==> src/rtl/fifo_tx_scheduler.sv <==
// Round-robin TX scheduler framing ADC samples and status messages onto the single-byte fifo_interface port.
// Optional: define FIFO_TX_SCHED_MSG_PRIO_EN to give the message channel strict priority over samples.
module fifo_tx_scheduler #(
  parameter logic [7:0]  SYNC_BYTE   = 8'hA5,
  parameter logic [7:0]  MSG_TAG     = 8'h5A,
  parameter int unsigned MAX_RETRY   = 3,
  parameter int unsigned ACK_TIMEOUT = 255
) (
  input  logic        clk_i,
  input  logic        reset_ni,
  input  logic        smp_valid_i,
  input  logic [15:0] smp_data_i,
  output logic        smp_ready_o,
  input  logic        msg_valid_i,
  input  logic [7:0]  msg_data_i,
  output logic        msg_ready_o,
  output logic        tx_data_rdy_o,
  output logic [7:0]  tx_data_o,
  input  logic        tx_ok_i,
  input  logic        tx_err_i,
  input  logic        busy_i,
  output logic        frame_done_o,
  output logic        frame_drop_o,
  output logic [7:0]  drop_cnt_o
);

  typedef enum logic [2:0] {
    S_IDLE, S_ISSUE, S_WAIT, S_ADVANCE, S_RETRY, S_DROP
  } state_t;

  state_t          state, next_state;
  logic [3:0][7:0] frame_buf;
  logic            is_msg;
  logic [1:0]      idx;
  logic [1:0]      last_idx;
  logic [3:0]      retry;
  logic [15:0]     timer;
  logic [7:0]      drop_cnt;
  logic            grant_smp, grant_msg;
  logic            retry_left;

`ifdef FIFO_TX_SCHED_MSG_PRIO_EN
  assign grant_msg = msg_valid_i;
  assign grant_smp = smp_valid_i & ~msg_valid_i;
`else
  logic prefer_msg;
  assign grant_msg = msg_valid_i & (~smp_valid_i | prefer_msg);
  assign grant_smp = smp_valid_i & (~msg_valid_i | ~prefer_msg);
`endif

  assign last_idx   = is_msg ? 2'd1 : 2'd2;
  assign retry_left = 32'(retry) < MAX_RETRY;
  assign drop_cnt_o = drop_cnt;

  // Ready is gated by reset so that all outputs read 0 while reset is held.
  assign smp_ready_o = (state == S_IDLE) & grant_smp & reset_ni;
  assign msg_ready_o = (state == S_IDLE) & grant_msg & reset_ni;

  always_comb begin
    next_state    = state;
    tx_data_rdy_o = 1'b0;
    tx_data_o     = '0;
    frame_done_o  = 1'b0;
    frame_drop_o  = 1'b0;
    case (state)
      S_IDLE: begin
        if (grant_smp | grant_msg) next_state = S_ISSUE;
      end
      S_ISSUE: begin
        tx_data_o = frame_buf[idx];
        if (!busy_i) begin
          tx_data_rdy_o = 1'b1;
          next_state    = S_WAIT;
        end
      end
      S_WAIT: begin
        tx_data_o = frame_buf[idx];
        if (tx_ok_i)                                      next_state = S_ADVANCE;
        else if (tx_err_i || timer == 16'(ACK_TIMEOUT))   next_state = S_RETRY;
      end
      S_ADVANCE: begin
        if (idx == last_idx) begin
          frame_done_o = 1'b1;
          next_state   = S_IDLE;
        end else begin
          next_state   = S_ISSUE;
        end
      end
      S_RETRY: begin
        next_state = retry_left ? S_ISSUE : S_DROP;
      end
      S_DROP: begin
        frame_drop_o = 1'b1;
        next_state   = S_IDLE;
      end
      default: next_state = S_IDLE;
    endcase
  end

  always_ff @(posedge clk_i or negedge reset_ni) begin
    if (!reset_ni) begin
      state     <= S_IDLE;
      frame_buf <= '0;
      is_msg    <= 1'b0;
      idx       <= '0;
      retry     <= '0;
      timer     <= '0;
      drop_cnt  <= '0;
`ifndef FIFO_TX_SCHED_MSG_PRIO_EN
      prefer_msg <= 1'b0;
`endif
    end else begin
      state <= next_state;
      case (state)
        S_IDLE: begin
          if (grant_smp) begin
            frame_buf <= {8'h00, smp_data_i[7:0], smp_data_i[15:8], SYNC_BYTE};
            is_msg    <= 1'b0;
            idx       <= '0;
            retry     <= '0;
`ifndef FIFO_TX_SCHED_MSG_PRIO_EN
            prefer_msg <= 1'b1;
`endif
          end else if (grant_msg) begin
            frame_buf <= {8'h00, 8'h00, msg_data_i, MSG_TAG};
            is_msg    <= 1'b1;
            idx       <= '0;
            retry     <= '0;
`ifndef FIFO_TX_SCHED_MSG_PRIO_EN
            prefer_msg <= 1'b0;
`endif
          end
        end
        S_ISSUE: begin
          if (!busy_i) timer <= '0;
        end
        S_WAIT: begin
          timer <= timer + 16'd1;
        end
        S_ADVANCE: begin
          if (idx != last_idx) begin
            idx   <= idx + 2'd1;
            retry <= '0;
          end
        end
        S_RETRY: begin
          if (retry_left) retry <= retry + 4'd1;
        end
        S_DROP: begin
          if (drop_cnt != 8'hFF) drop_cnt <= drop_cnt + 8'd1;
        end
        default: ;
      endcase
    end
  end

endmodule

==> config.mk <==
export PLATFORM = sky130hd
export DESIGN_NAME = fifo_tx_scheduler
export DESIGN_NICKNAME = d
export VERILOG_FILES = /design/src/rtl/fifo_tx_scheduler.sv
export SDC_FILE = /design/constraint.sdc
export NUM_CORES = 1
export LEC_CHECK = 0
export CORE_ASPECT_RATIO = 1.4
export CORE_MARGIN = 1
export CORE_UTILIZATION = 55
export DETAILED_ROUTE_END_ITERATION = 12
export DONT_BUFFER_PORTS = 1
export PLACE_DENSITY = 0.67
export SLEW_MARGIN = 20
export SYNTH_ARGS = -nofsm -noshare
export SYNTH_HDL_FRONTEND = slang
export SYNTH_SLANG_ARGS = --single-unit
==> constraint.sdc <==
create_clock -name clk_i -period 2.33 [get_ports clk_i]
set_input_delay 0.466 -clock clk_i [delete_from_list [all_inputs] [get_ports clk_i]]
set_output_delay 0.466 -clock clk_i [all_outputs]
set_load 0.02 [all_outputs]
======== Word level (Yosys, flattened, before mapping) ========
Cells that the tools add are included.
W data, S select, Z words.
operators by class
  multiplexer cells ....................... 33
  eq/ne operators ......................... 15
  add/sub/neg operators ................... 4
  reductions and logical operators ........ 13
  order comparisons ....................... 2
  bitwise gates (word level) .............. 12
operator list
  operator                 count
  $mux W32                 2
  $pmux W16 S2             1
  $add A16 B1 Y16 const B  1
  $bmux W8 S2              1
  $eq A16 B8 Y1 const B    1
  $mux W16                 1
  $mux W4                  4
  $mux W8                  2
  $mux W3                  5
  $pmux W3 S5              1
  $pmux W4 S3              1
  $mux W1                  10
  $add A8 B1 Y8 const B    1
  $mux W2                  4
  $ne A8 B8 Y1 const B     1
  $and A1 B1 Y1            6
  $eq A3 B2 Y1 const B     2
  $eq A3 B3 Y1 const B     2
  $ne A2 B2 Y1 const B     3
  $ne A3 B3 Y1 const B     2
  $reduce_and A2 Y1        3
  $reduce_and A3 Y1        2
  $reduce_bool A2 Y1       3
  $add A4 B1 Y4 const B    1
  15 further kinds         19
storage, ports and cells
  output and inout bits ................... 21
  flip-flop bits (word level) ............. 67
  input bits .............................. 31

======== Longest topological paths before layout ========
  depth in word-level cells ............... 6
  gate-level depth with buffers ........... 6
  gate-level depth less buffers ........... 5

======== Worst setup path after synthesis ========
Ideal clock, no wire load.
  path kind ............................... register to output
  start point ............................. reg state[1]
  end point ............................... out msg_ready_o
  path buffers ............................ 0
  slack ................................... 428 ps
  data arrival time ....................... 1436 ps
  stages on the path, launching flop included .. 4
  cells stage by stage .................... dfrtp_1 -> nor3_1 -> nand2_1 -> nor3b_1
on the way
  longest elaborated chain between the ends .. 3
RTL lines
  item                        line  RTL
  from (decl)                 31    state_t state, next_state;
  from (signal assigned)      113   state <= next_state;
  $logic_not A3 Y1            57    assign msg_ready_o = (state == S_IDLE) & grant_msg & reset_ni;
  $and A1 B1 Y1 (2 in a row)  57
  to (decl)                   16    output logic msg_ready_o,
Every way passes these cells.

======== Final worst setup path ========
  start point ............................. reg idx[0]
  end point ............................... out tx_data_o[3]
on the way
  longest elaborated chain between the ends .. 3
RTL lines
  item                           line    RTL
  from (decl)                    34      logic [1:0] idx;
  from (signal assigned)         142     idx <= idx + 2'd1;
  $bmux W8 S2                    70, 77
  $mux W8 (implied by the code)  70, 77
  $mux W8                        -
  to (decl)                      18      output logic [7:0] tx_data_o,
Every way passes these cells. The select of a mux whose other input is x is not followed.

==> results_dict.tcl <==
set metrics [dict create \
    outcome "complete, but fails checks" \
    drt_iter0_drc 78 \
    detail_route.wl_per_cell_um 15.49 \
    syn_inst 283 \
    worstPathCellList "inv_1 > nor2_1 > buf_4 > a21oi_1 > nor2_1" \
    clkPwrFrac_pct 18.6 \
    path_clk_slew_ps 100 \
    die_w_um 61.12 \
    relSlewSlack_pct 62.92 \
    synth_nets 317 \
    drtPass1Iterations 4 \
    htreeDepth 2 \
    synth_common_cells "dfrtp_1 (51), nand2_1 (34), a21oi_1 (24)" \
    p_leak_nw 1.382 \
    period_share_pct 93.48 \
    drt_wl_total_um 5438 \
    p_sw_mw 1.369 \
    cap_violations 0 \
    synth_area_leaders "dfrtp_1 (47%), mux2i_1 (6.0%), nand2_1 (4.7%)" \
    mappedNetlistArea_um2 2691 \
    ant_nets 0 \
    overflow 0 \
    tritoncts "built" \
    min_path_type "in2async" \
    area_delta_synth_final_pct 8.461 \
    report.final.setup_viol 0 \
    globalplace.congestion 0.8065 \
    ys_warn_count 0 \
    core_region_area_um2 4608 \
    p_comb_share_pct 38.4 \
    worstPathRequired_ps 1860 \
    slowest_stage "dfrtp_1" \
    io-pin-count 52 \
    antenna_found_initial 0 \
    ys_ff_latch 51 \
    internal_power_mw 1.902 \
    path_common_cell "nor2_1" \
    crit_arrival_ps 1710 \
    cp_slowest_stage_delay_ps 580 \
    critPathMaxFanout 13 \
    worstSetupEndpointType "output port" \
    start_util_pct 58.40 \
    highest_layer "met4" \
    numCtsBuffers 5 \
    diodes 0 \
    finClkSkew_ps 13.85 \
    clockBufferDepth 2 \
    grt_max_degree 52 \
    totalPowerFinal_mw 3.271 \
    ys_seq_area_share_pct 47.42 \
    fin_util_pct 63.35 \
    finalHoldViolations 4 \
    vias_per_cell 5.994 \
    grt.total_usage_pct 22.80 \
    worst_pin_slew_ps 552.4 \
    holdWs_ps -9.150 \
    dieHeight_um 84.77 \
    avgSynthCellArea_um2 9.510 \
    ys_async_sr_fraction_pct 100.0 \
    rsz0062_at_grt "true" \
    synth_top_cell_by_area "dfrtp_1" \
    vias 2104 \
    swShare_pct 41.85 \
    synth.distinct_cells 48 \
    cts-root-buf "clkbuf_8" \
    route.met3.wl_um 217 \
    synthFlopType "dfrtp_1" \
    dpl.hpwl_um 3870 \
    ir_drop_mv 0.4686 \
    first_global_vias 1982 \
    wl_met1_um 2309 \
    violations "negative hold slack" \
    p_seq_share_pct 42.9 \
    cp-start-kind "flip-flop" \
    cellPowerDensity_nw_per_um2 1121 \
    drc 0 \
    synth_top_area_share_pct 47.42 \
    die_area_um2 5181 \
    cts_setup_buffers 0 \
    fmax_mhz 459.1 \
    min_period_ps 2178 \
    fin_setup_tns_ps 0 \
    critical_path_class "reg2out" \
    grt_pass1_wl_um 8873 \
    insertion_delay_ps 300 \
    final_layout_size_suffix_gt1_share_pct 7.958 \
    port_buffers 0 \
    cts.sinks 51 \
    num_rows 29 \
    met2_length_um 2854 \
    synth_enable_flop_cells 0 \
    slew_viol_final 0 \
    nets 322 \
    yosysMostFrequentCell "dfrtp_1" \
]
-- layout by cell type (no fill, tap or decap), types with 3 or more instances in the layout --
master and count:
a22o_1 10, xor2_1 3, nor3_1 6, nor3b_1 4
o21ai_0 20, nand2b_1 4, nand2_1 34, and3_1 8
nand3_1 10, nor2_1 17, nand4_1 8, buf_4 9
a31oi_1 3, ha_1 3, xnor2_1 5, dfrtp_1 50
a21oi_1 24, mux2i_1 16, clkbuf_8 5, inv_1 8
-- power groups by stage --
stage | logic (mW) | registers (mW) | clock network [mW]
floorplan | 1.07 | 1.30 | 0
global placement | 1.23 | 1.41 | 0
detailed placement | 1.24 | 1.42 | 0
CTS | 1.27 | 1.40 | 0.628
global route | 1.43 | 1.45 | 0.660
finish | 1.26 | 1.40 | 0.610
-- stage by stage --
stage,instance area (um2),instances,setup slack (ps)
2_1_floorplan,2691,283,428.1
3_3_place_gp,2778,342,429.3
3_5_place_dp,2778,342,400.7
4_1_cts,2918,351,138.5
5_1_grt,2919,351,-11.20
6_report,2919,351,151.8
-- timing repair --
item / in CTS / in global routing
hold buffers: 1 / 0
gates resized for setup: 0 / 1
hold endpoints to repair: 51 / 0
endpoints found under the setup margin: 0 / 8
-- sequential cells by signal, summed over array words and instances (netlist names) --
register	cells
retry	4
timer	16
drop_cnt_o	8
idx	2
state	3
frame_buf	18
-- area by class of cell --
| type | count | area [um2] |
|---|---|---|
| Multi-Input combinational cell | 212 | 1326 |
| Inverter | 8 | 30.03 |
| Fill cell | 407 | 1689 |
| Tap cell | 62 | 77.57 |
| Timing Repair Buffer | 10 | 95.09 |
| Clock inverter | 3 | 43.79 |
| Sequential cell | 51 | 1277 |
| Clock buffer | 5 | 68.82 |
-- cells by family (layout without fill, tap and decap cells) --
| family | count (synthesis) | count (layout) | share of synthesized area [%] |
|---|---|---|---|
| fa+ha+maj | 3 | 3 | 1.395 |
| mux | 18 | 18 | 6.787 |
| compound gates | 73 | 73 | 16.55 |
| simple gates | 110 | 110 | 21.94 |
| xor+xnor | 8 | 8 | 2.604 |
| flops | 51 | 51 | 47.42 |
| buf+inv | 20 | 26 | 3.301 |
-- worst paths after layout --
kind / start / endpoint / slack [ps] / cells past startpoint
setup / recovery: idx[0] / tx_data_o[3] / 150 / 5
hold / removal: reset_ni / frame_buf[19] / -9 / 1
setup reg to reg: idx[0] / retry[0] / 380 / 5
hold reg to reg: timer[15] / timer[15] / 480 / 1
max in group asynchronous: reset_ni / state[1] / 2080 / 1
min in group clk_i: smp_data_i[1] / frame_buf[17] / 290 / 1
-- critical path, delay by kind of cell, from the launching register on --
| family | cells | cell delay, ps |
|---|---|---|
| buffers and inverters | 2 | 290 |
| AO/OA/AOI/OAI | 1 | 70 |
| AND/OR/NAND/NOR | 2 | 450 |
| flip-flops | 1 | 580 |
-- layer usage --
layer / track usage, % / up-vias
li1: - / 1038
met1: 27.25 / 1017
met2: 39.43 / 43
met3: 5.393 / 6
met4: 6.612 / 0
met5: 0 / -
Power figures use the tool's default switching activity.
